File: src/rtl/video_ctrl_pkg.sv
// ---------------------------------------------------------------------------
// video_ctrl_pkg
// Shared definitions for the multi-channel video bypass control:
//   - state_t        : write-master FSM states
//   - BYPASS_BIT     : bit position of the bypass flag inside avs_writedata
//   - MAX_CH/CH_IDX_W: upper channel bound and width of a channel index
//   - rr_pick()      : round-robin selection of the next pending channel
// ---------------------------------------------------------------------------
package video_ctrl_pkg;

    typedef enum logic [1:0] {
        S_INIT  = 2'd0,
        S_IDLE  = 2'd1,
        S_WRITE = 2'd2
    } state_t;

    localparam int BYPASS_BIT = 0;
    localparam int MAX_CH     = 16;
    localparam int CH_IDX_W   = 4;

    // Returns the first set bit of pending[num_ch-1:0] found when scanning
    // upward from last+1 and wrapping at num_ch. The caller only uses the
    // result when at least one pending bit is set.
    function automatic logic [CH_IDX_W-1:0] rr_pick(
        input logic [MAX_CH-1:0]   pending,
        input logic [CH_IDX_W-1:0] last,
        input int                  num_ch
    );
        logic [CH_IDX_W-1:0] pick;
        logic                found;
        int                  idx;
        pick  = last;
        found = 1'b0;
        for (int k = 1; k <= MAX_CH; k++) begin
            idx = (int'(last) + k) % num_ch;
            if (!found && (k <= num_ch) && pending[idx[CH_IDX_W-1:0]]) begin
                pick  = idx[CH_IDX_W-1:0];
                found = 1'b1;
            end
        end
        return pick;
    endfunction

endpackage

File: src/rtl/key_debouncer.sv
// ---------------------------------------------------------------------------
// key_debouncer
// One push-button channel: 2-FF synchronizer, stability counter, accepted
// level and a press pulse.
//   sys_clk  in  system clock
//   sys_rst  in  asynchronous active-high reset
//   key_n    in  raw active-low key, asynchronous to sys_clk
//   press    out one-cycle pulse, high on the edge at which a 1->0 change of
//                the accepted level takes effect
// ---------------------------------------------------------------------------
module key_debouncer
    import video_ctrl_pkg::*;
#(
    parameter int DEBOUNCE_CYCLES = 500000
) (
    input  logic sys_clk,
    input  logic sys_rst,
    input  logic key_n,
    output logic press
);

    localparam int CW = (DEBOUNCE_CYCLES > 2) ? $clog2(DEBOUNCE_CYCLES) : 1;

    logic          sync1_reg;
    logic          sync2_reg;
    logic          accepted_reg;
    logic [CW-1:0] cnt_reg;
    logic          differs;
    logic          at_limit;

    assign differs  = (sync2_reg != accepted_reg);
    assign at_limit = (cnt_reg == CW'(DEBOUNCE_CYCLES - 1));

    // Combinational so that the top toggles bypass on the same edge the
    // accepted level changes.
    assign press = differs && at_limit && accepted_reg;

    always_ff @(posedge sys_clk or posedge sys_rst) begin
        if (sys_rst) begin
            sync1_reg    <= 1'b1;
            sync2_reg    <= 1'b1;
            accepted_reg <= 1'b1;
            cnt_reg      <= '0;
        end else begin
            sync1_reg <= key_n;
            sync2_reg <= sync1_reg;
            if (!differs) begin
                cnt_reg <= '0;
            end else if (at_limit) begin
                accepted_reg <= sync2_reg;
                cnt_reg      <= '0;
            end else begin
                cnt_reg <= cnt_reg + CW'(1);
            end
        end
    end

endmodule

File: src/rtl/video_bypass_ctrl_multi.sv
// ---------------------------------------------------------------------------
// video_bypass_ctrl_multi
// Debounces NUM_CH keys, toggles one bypass bit per channel on each press and
// writes every changed bit to its core over one shared Avalon-MM write master
// with a one-hot chip-select. After reset all channels are written with 0.
//   sys_clk          in  system clock
//   sys_rst          in  asynchronous active-high reset
//   key_n            in  raw active-low keys
//   refresh          in  one-cycle pulse: rewrite all channels
//   bypass           out current bypass state per channel
//   avs_chipselect   out one-hot target core
//   avs_address      out constant CTRL_ADDR
//   avs_write        out write request
//   avs_writedata    out {zeros, bypass bit}
//   avs_waitrequest  in  slave stall
// ---------------------------------------------------------------------------
module video_bypass_ctrl_multi
    import video_ctrl_pkg::*;
#(
    parameter int NUM_CH          = 4,
    parameter int DEBOUNCE_CYCLES = 500000,
    parameter int ADDR_WIDTH      = 1,
    parameter int DATA_WIDTH      = 32,
    parameter int CTRL_ADDR       = 0
) (
    input  logic                  sys_clk,
    input  logic                  sys_rst,
    input  logic [NUM_CH-1:0]     key_n,
    input  logic                  refresh,
    output logic [NUM_CH-1:0]     bypass,
    output logic [NUM_CH-1:0]     avs_chipselect,
    output logic [ADDR_WIDTH-1:0] avs_address,
    output logic                  avs_write,
    output logic [DATA_WIDTH-1:0] avs_writedata,
    input  logic                  avs_waitrequest
);

    state_t                state_reg;
    logic [NUM_CH-1:0]     bypass_reg;
    logic [NUM_CH-1:0]     pending_reg;
    logic [CH_IDX_W-1:0]   last_reg;
    logic [CH_IDX_W-1:0]   sel_reg;
    logic [CH_IDX_W-1:0]   init_idx_reg;
    logic                  rearm_reg;
    logic [NUM_CH-1:0]     cs_reg;
    logic                  write_reg;
    logic [DATA_WIDTH-1:0] wdata_reg;

    logic [NUM_CH-1:0]     press_vec;
    logic [NUM_CH-1:0]     set_vec;
    logic [NUM_CH-1:0]     clr_vec;
    logic [MAX_CH-1:0]     pend_ext;
    logic [MAX_CH-1:0]     byp_ext;
    logic [MAX_CH-1:0]     set_ext;
    logic [CH_IDX_W-1:0]   pick;

    // ------------------------------------------------------------------
    // Per-channel key conditioning
    // ------------------------------------------------------------------
    genvar gi;
    generate
        for (gi = 0; gi < NUM_CH; gi++) begin : g_key
            key_debouncer #(
                .DEBOUNCE_CYCLES(DEBOUNCE_CYCLES)
            ) u_deb (
                .sys_clk(sys_clk),
                .sys_rst(sys_rst),
                .key_n  (key_n[gi]),
                .press  (press_vec[gi])
            );
        end
    endgenerate

    assign set_vec = press_vec | {NUM_CH{refresh}};

    // Widen to the package's fixed channel range so 4-bit indices and the
    // round-robin helper work for any NUM_CH.
    always_comb begin
        pend_ext               = '0;
        byp_ext                = '0;
        set_ext                = '0;
        pend_ext[NUM_CH-1:0]   = pending_reg;
        byp_ext[NUM_CH-1:0]    = bypass_reg;
        set_ext[NUM_CH-1:0]    = set_vec;
    end

    assign pick = rr_pick(pend_ext, last_reg, NUM_CH);

    // A channel's pending bit is cleared on acceptance only if it was not
    // set again since the write was issued; otherwise the newer state
    // still has to go out. A set on the acceptance edge itself wins too.
    always_comb begin
        clr_vec = '0;
        if (state_reg == S_WRITE && write_reg && !avs_waitrequest && !rearm_reg) begin
            clr_vec = cs_reg;
        end
    end

    always_ff @(posedge sys_clk or posedge sys_rst) begin
        if (sys_rst) begin
            bypass_reg  <= '0;
            pending_reg <= '0;
        end else begin
            bypass_reg  <= bypass_reg ^ press_vec;
            pending_reg <= (pending_reg & ~clr_vec) | set_vec;
        end
    end

    // ------------------------------------------------------------------
    // Write-master FSM
    // ------------------------------------------------------------------
    always_ff @(posedge sys_clk or posedge sys_rst) begin
        if (sys_rst) begin
            state_reg    <= S_INIT;
            init_idx_reg <= '0;
            last_reg     <= CH_IDX_W'(NUM_CH - 1);   // so channel 0 goes first
            sel_reg      <= '0;
            rearm_reg    <= 1'b0;
            cs_reg       <= '0;
            write_reg    <= 1'b0;
            wdata_reg    <= '0;
        end else begin
            case (state_reg)
                S_INIT: begin
                    // Each init write is issued on the edge after the
                    // previous one is accepted, leaving one idle cycle.
                    if (!write_reg) begin
                        cs_reg    <= NUM_CH'(1) << init_idx_reg;
                        write_reg <= 1'b1;
                        wdata_reg <= '0;
                    end else if (!avs_waitrequest) begin
                        write_reg <= 1'b0;
                        cs_reg    <= '0;
                        if (init_idx_reg == CH_IDX_W'(NUM_CH - 1)) begin
                            state_reg <= S_IDLE;
                        end else begin
                            init_idx_reg <= init_idx_reg + CH_IDX_W'(1);
                        end
                    end
                end

                S_IDLE: begin
                    if (|pending_reg) begin
                        sel_reg               <= pick;
                        cs_reg                <= NUM_CH'(1) << pick;
                        write_reg             <= 1'b1;
                        wdata_reg             <= '0;
                        wdata_reg[BYPASS_BIT] <= byp_ext[pick];
                        // A press on this edge toggles bypass after the
                        // data was captured, so it must re-arm the channel.
                        rearm_reg             <= set_ext[pick];
                        state_reg             <= S_WRITE;
                    end
                end

                S_WRITE: begin
                    rearm_reg <= rearm_reg | set_ext[sel_reg];
                    if (!avs_waitrequest) begin
                        write_reg <= 1'b0;
                        cs_reg    <= '0;
                        last_reg  <= sel_reg;
                        state_reg <= S_IDLE;
                    end
                end

                default: begin
                    state_reg <= S_INIT;
                end
            endcase
        end
    end

    assign bypass         = bypass_reg;
    assign avs_chipselect = cs_reg;
    assign avs_write      = write_reg;
    assign avs_writedata  = wdata_reg;
    assign avs_address    = ADDR_WIDTH'(CTRL_ADDR);

endmodule

File: config.mk
export PLATFORM = sky130hd
export DESIGN_NAME = video_bypass_ctrl_multi
export DESIGN_NICKNAME = d
export VERILOG_FILES = /design/src/rtl/video_ctrl_pkg.sv /design/src/rtl/key_debouncer.sv /design/src/rtl/video_bypass_ctrl_multi.sv
export SDC_FILE = /design/constraint.sdc
export NUM_CORES = 1
export LEC_CHECK = 0
export CORE_UTILIZATION = 40
export CTS_BUF_LIST = sky130_fd_sc_hd__clkbuf_16
export CTS_CLUSTER_SIZE = 24
export DETAILED_ROUTE_END_ITERATION = 7
export GPL_TIMING_DRIVEN = 0
export HOLD_SLACK_MARGIN = 0.12
export SYNTH_ARGS = -nofsm -noshare
export SYNTH_HDL_FRONTEND = slang
export SYNTH_SLANG_ARGS = --single-unit
File: constraint.sdc
create_clock -name sys_clk -period 7.85 [get_ports sys_clk]
set_clock_uncertainty 0.15 [all_clocks]
set_input_delay 1.57 -clock sys_clk [delete_from_list [all_inputs] [get_ports sys_clk]]
set_output_delay 1.57 -clock sys_clk [all_outputs]
set_load 0.1 [all_outputs]
==> run summary <==
Post-Route WL -> 11,300 microns
XOR/XNOR Fraction of Synth Area -> 0.101
CTS tree -> built
Routed vias/inst -> 5.00
Synth async-reset ratio -> 1.00
RSZ-0062 raised after global routing -> false
First drt pass iteration count -> 4
Die Height -> 124 microns
#FFs+latches synth -> 117
Pre-CTS setup slack -> 4540 ps
Relative slew slack -> 0.298
Slowest-stage cell, CP -> clkdlybuf4s50_1
Initial antenna violation count -> 0
Die footprint -> 0.0155 sq mm
Largest family of logic cells by synthesized area -> simple AND/OR/NAND/NOR gates
Endpoints failing hold -> 0
Clock root buffer -> clkbuf_16
Number of synthesized flops with an enable pin -> 0
Row cnt -> 44
Synth Flop Type -> dfrtp_1
Clk buf depth -> 2
Layout area overhead -> 18.5%
Final min period -> 3750 ps
Number of diodes -> 0
Post-Synth Simple-Gate Area -> 0.219
Fin cells -> 874
Max reg flops -> 76
Ys Warns -> 0
CP required -> 6130 ps
CP startpoint kind -> flop
Nets -> 695
Most common cell after layout, fill and taps aside -> dfrtp_1
Final hold slack -> 202 ps
Chip width -> 124 microns
Synth Area in Adders -> 0.0209
Post-CTS Hold Buffers -> 0
Max VDD drop -> 0.163 mV
I/O pin total -> 50
Final setup viols -> 0
Total track usage -> 0.158
Htree depth -> 4
Post-DP HPWL -> 7980 microns
First-pass GRT wire length -> 19,800 microns
CP max stage delay -> 1210 ps
HP Class -> reg -> reg
Synth Cell Area -> 0.00599 sq mm
Share of layout cells above drive strength 1 -> 0.143
Critical path arrival -> 2030 ps
Average size of a mapped cell -> 9.83 sq um
Post-synthesis compound-gate area fraction -> 0.0770
Pleak -> 3.11 nW
Placed instance count -> 842
Routed wire length per instance -> 13.0 microns
Status -> finished, final reports clean
Setup Buffers After CTS -> 0
Initial Util -> 0.411
Critical path, cell by cell -> clkdlybuf4s50_1
Crit share post-route -> 0.478
Power density cells -> 279 mW/mm^2
Num CTS Buffers -> 17
Crit path kind -> reg -> out
Placed Area -> 0.00653 sq mm
Crit path max-delay family -> buffers and inverters
PortBufs -> 16
DR DRC count -> 0
Count of different cell masters after synthesis -> 60
Core area -> 0.0146 sq mm
Final Instance Area -> 0.00711 sq mm
Pwr Total -> 1.99 mW
Syn Inst Count -> 610
Most frequent cells in the layout -> 103 x dfrtp_1, 91 x nor2_1, 51 x nand2_1
Post-layout util -> 0.487
Clk_lat worst skew -> 420 ps
Peak Freq -> 267 MHz
Max-cap violations -> 0
Final WS setup -> 4100 ps
Critical path buffer and inverter count -> 1
Number of global-route vias before repair -> 4,182
Post_cts resized -> 0
Pin count of the biggest net entering global routing -> 63
Final global-route overflow total -> 0
Placer Congestion -> 0.741
Via count -> 4,366
Setup crit end kind -> primary output
Worst-path maximum fanout -> 3
Initial DRC Count -> 212
Register area share after synthesis -> 0.491
Sum Neg Setup Slack -> 0 ps
Sink Count -> 117
Antenna Nets Post-Route -> 0
Post-synthesis mux area share -> 0.0269
Worst Tran Pin Value -> 1050 ps
Max Slew Vio Count -> 0
Clk pin slew, worst setup/hold paths -> 50 ps
## final cells by class
class / instances / area, sq um
plain buffers: 48 / 307
clock buffers: 17 / 425
clock inverters: 15 / 146
fillers: 1337 / 7480
inverters: 20 / 80.1
multi-input cells: 456 / 2780
flip-flops and latches: 117 / 2950
well taps: 184 / 230
repair buffers: 17 / 188
## power by group
part	total (mW)	leakage (nW)	internal, mW	switching [mW]
Combinational	0.524	1.29	0.172	0.352
Sequential	0.714	1.53	0.658	0.0566
Clock	0.748	0.291	0.488	0.260
## synthesized netlist by cell type (all sizes together), types with 6 or more instances
cell type | instances | area (sq um)
nor3 | 12 | 60.1
mux2i | 6 | 60.1
xnor2 | 31 | 272
dfstp | 14 | 368
nor2 | 91 | 342
nand3 | 27 | 140
dfrtp | 103 | 2580
clkbuf | 11 | 41.3
o21ai | 25 | 125
mux2 | 9 | 101
or2 | 6 | 37.5
ha | 10 | 125
nand4 | 14 | 87.6
nand2 | 51 | 191
a21oi | 12 | 60.1
nor4 | 7 | 50.1
or3 | 11 | 68.8
buf | 37 | 265
and3 | 13 | 82.6
xor2 | 38 | 333
inv | 20 | 75.1
## layer usage
| layer | wire, microns | part of all wire | GRT usage | up-vias |
|---|---|---|---|---|
| met5 | 0 | 0 | 0 | - |
| met4 | 153 | 0.013 | 0.0673 | 0 |
| met3 | 654 | 0.058 | 0.0533 | 13 |
| met2 | 5310 | 0.47 | 0.245 | 84 |
| met1 | 5230 | 0.46 | 0.201 | 2105 |
| li1 | - | - | - | 2164 |
## final timing paths
kind,end,slack (ps),start,cells past startpoint
min in group asynchronous,g_key[3].u_deb.cnt_reg[0]$_DFF_PP0_,1430,sys_rst,2
max in group asynchronous,g_key[2].u_deb.sync2_reg$_DFF_PP1_,5400,sys_rst,3
worst max register to register,g_key[0].u_deb.cnt_reg[9]$_DFF_PP0_,5360,g_key[0].u_deb.cnt_reg[0]$_DFF_PP0_,8
worst min-delay path,g_key[0].u_deb.sync2_reg$_DFF_PP1_,200,g_key[0].u_deb.sync1_reg$_DFF_PP1_,0
worst min register to register,g_key[0].u_deb.sync2_reg$_DFF_PP1_,200,g_key[0].u_deb.sync1_reg$_DFF_PP1_,0
worst max-delay path,bypass[2],4100,bypass[2]$_DFF_PP0_,1
## cells by family (layout without fill, tap and decap cells)
kind of cell	Yosys count	in the layout
adders and majority gates	10	10
DFF	117	117
and+or+nand+nor	263	263
other	1	32
AOI/OAI and AO/OA	67	67
buffers and inverters	68	117
xor gates and xnor gates	69	69
muxes	15	15
Note: power is estimated with default switching activity, not from simulation.
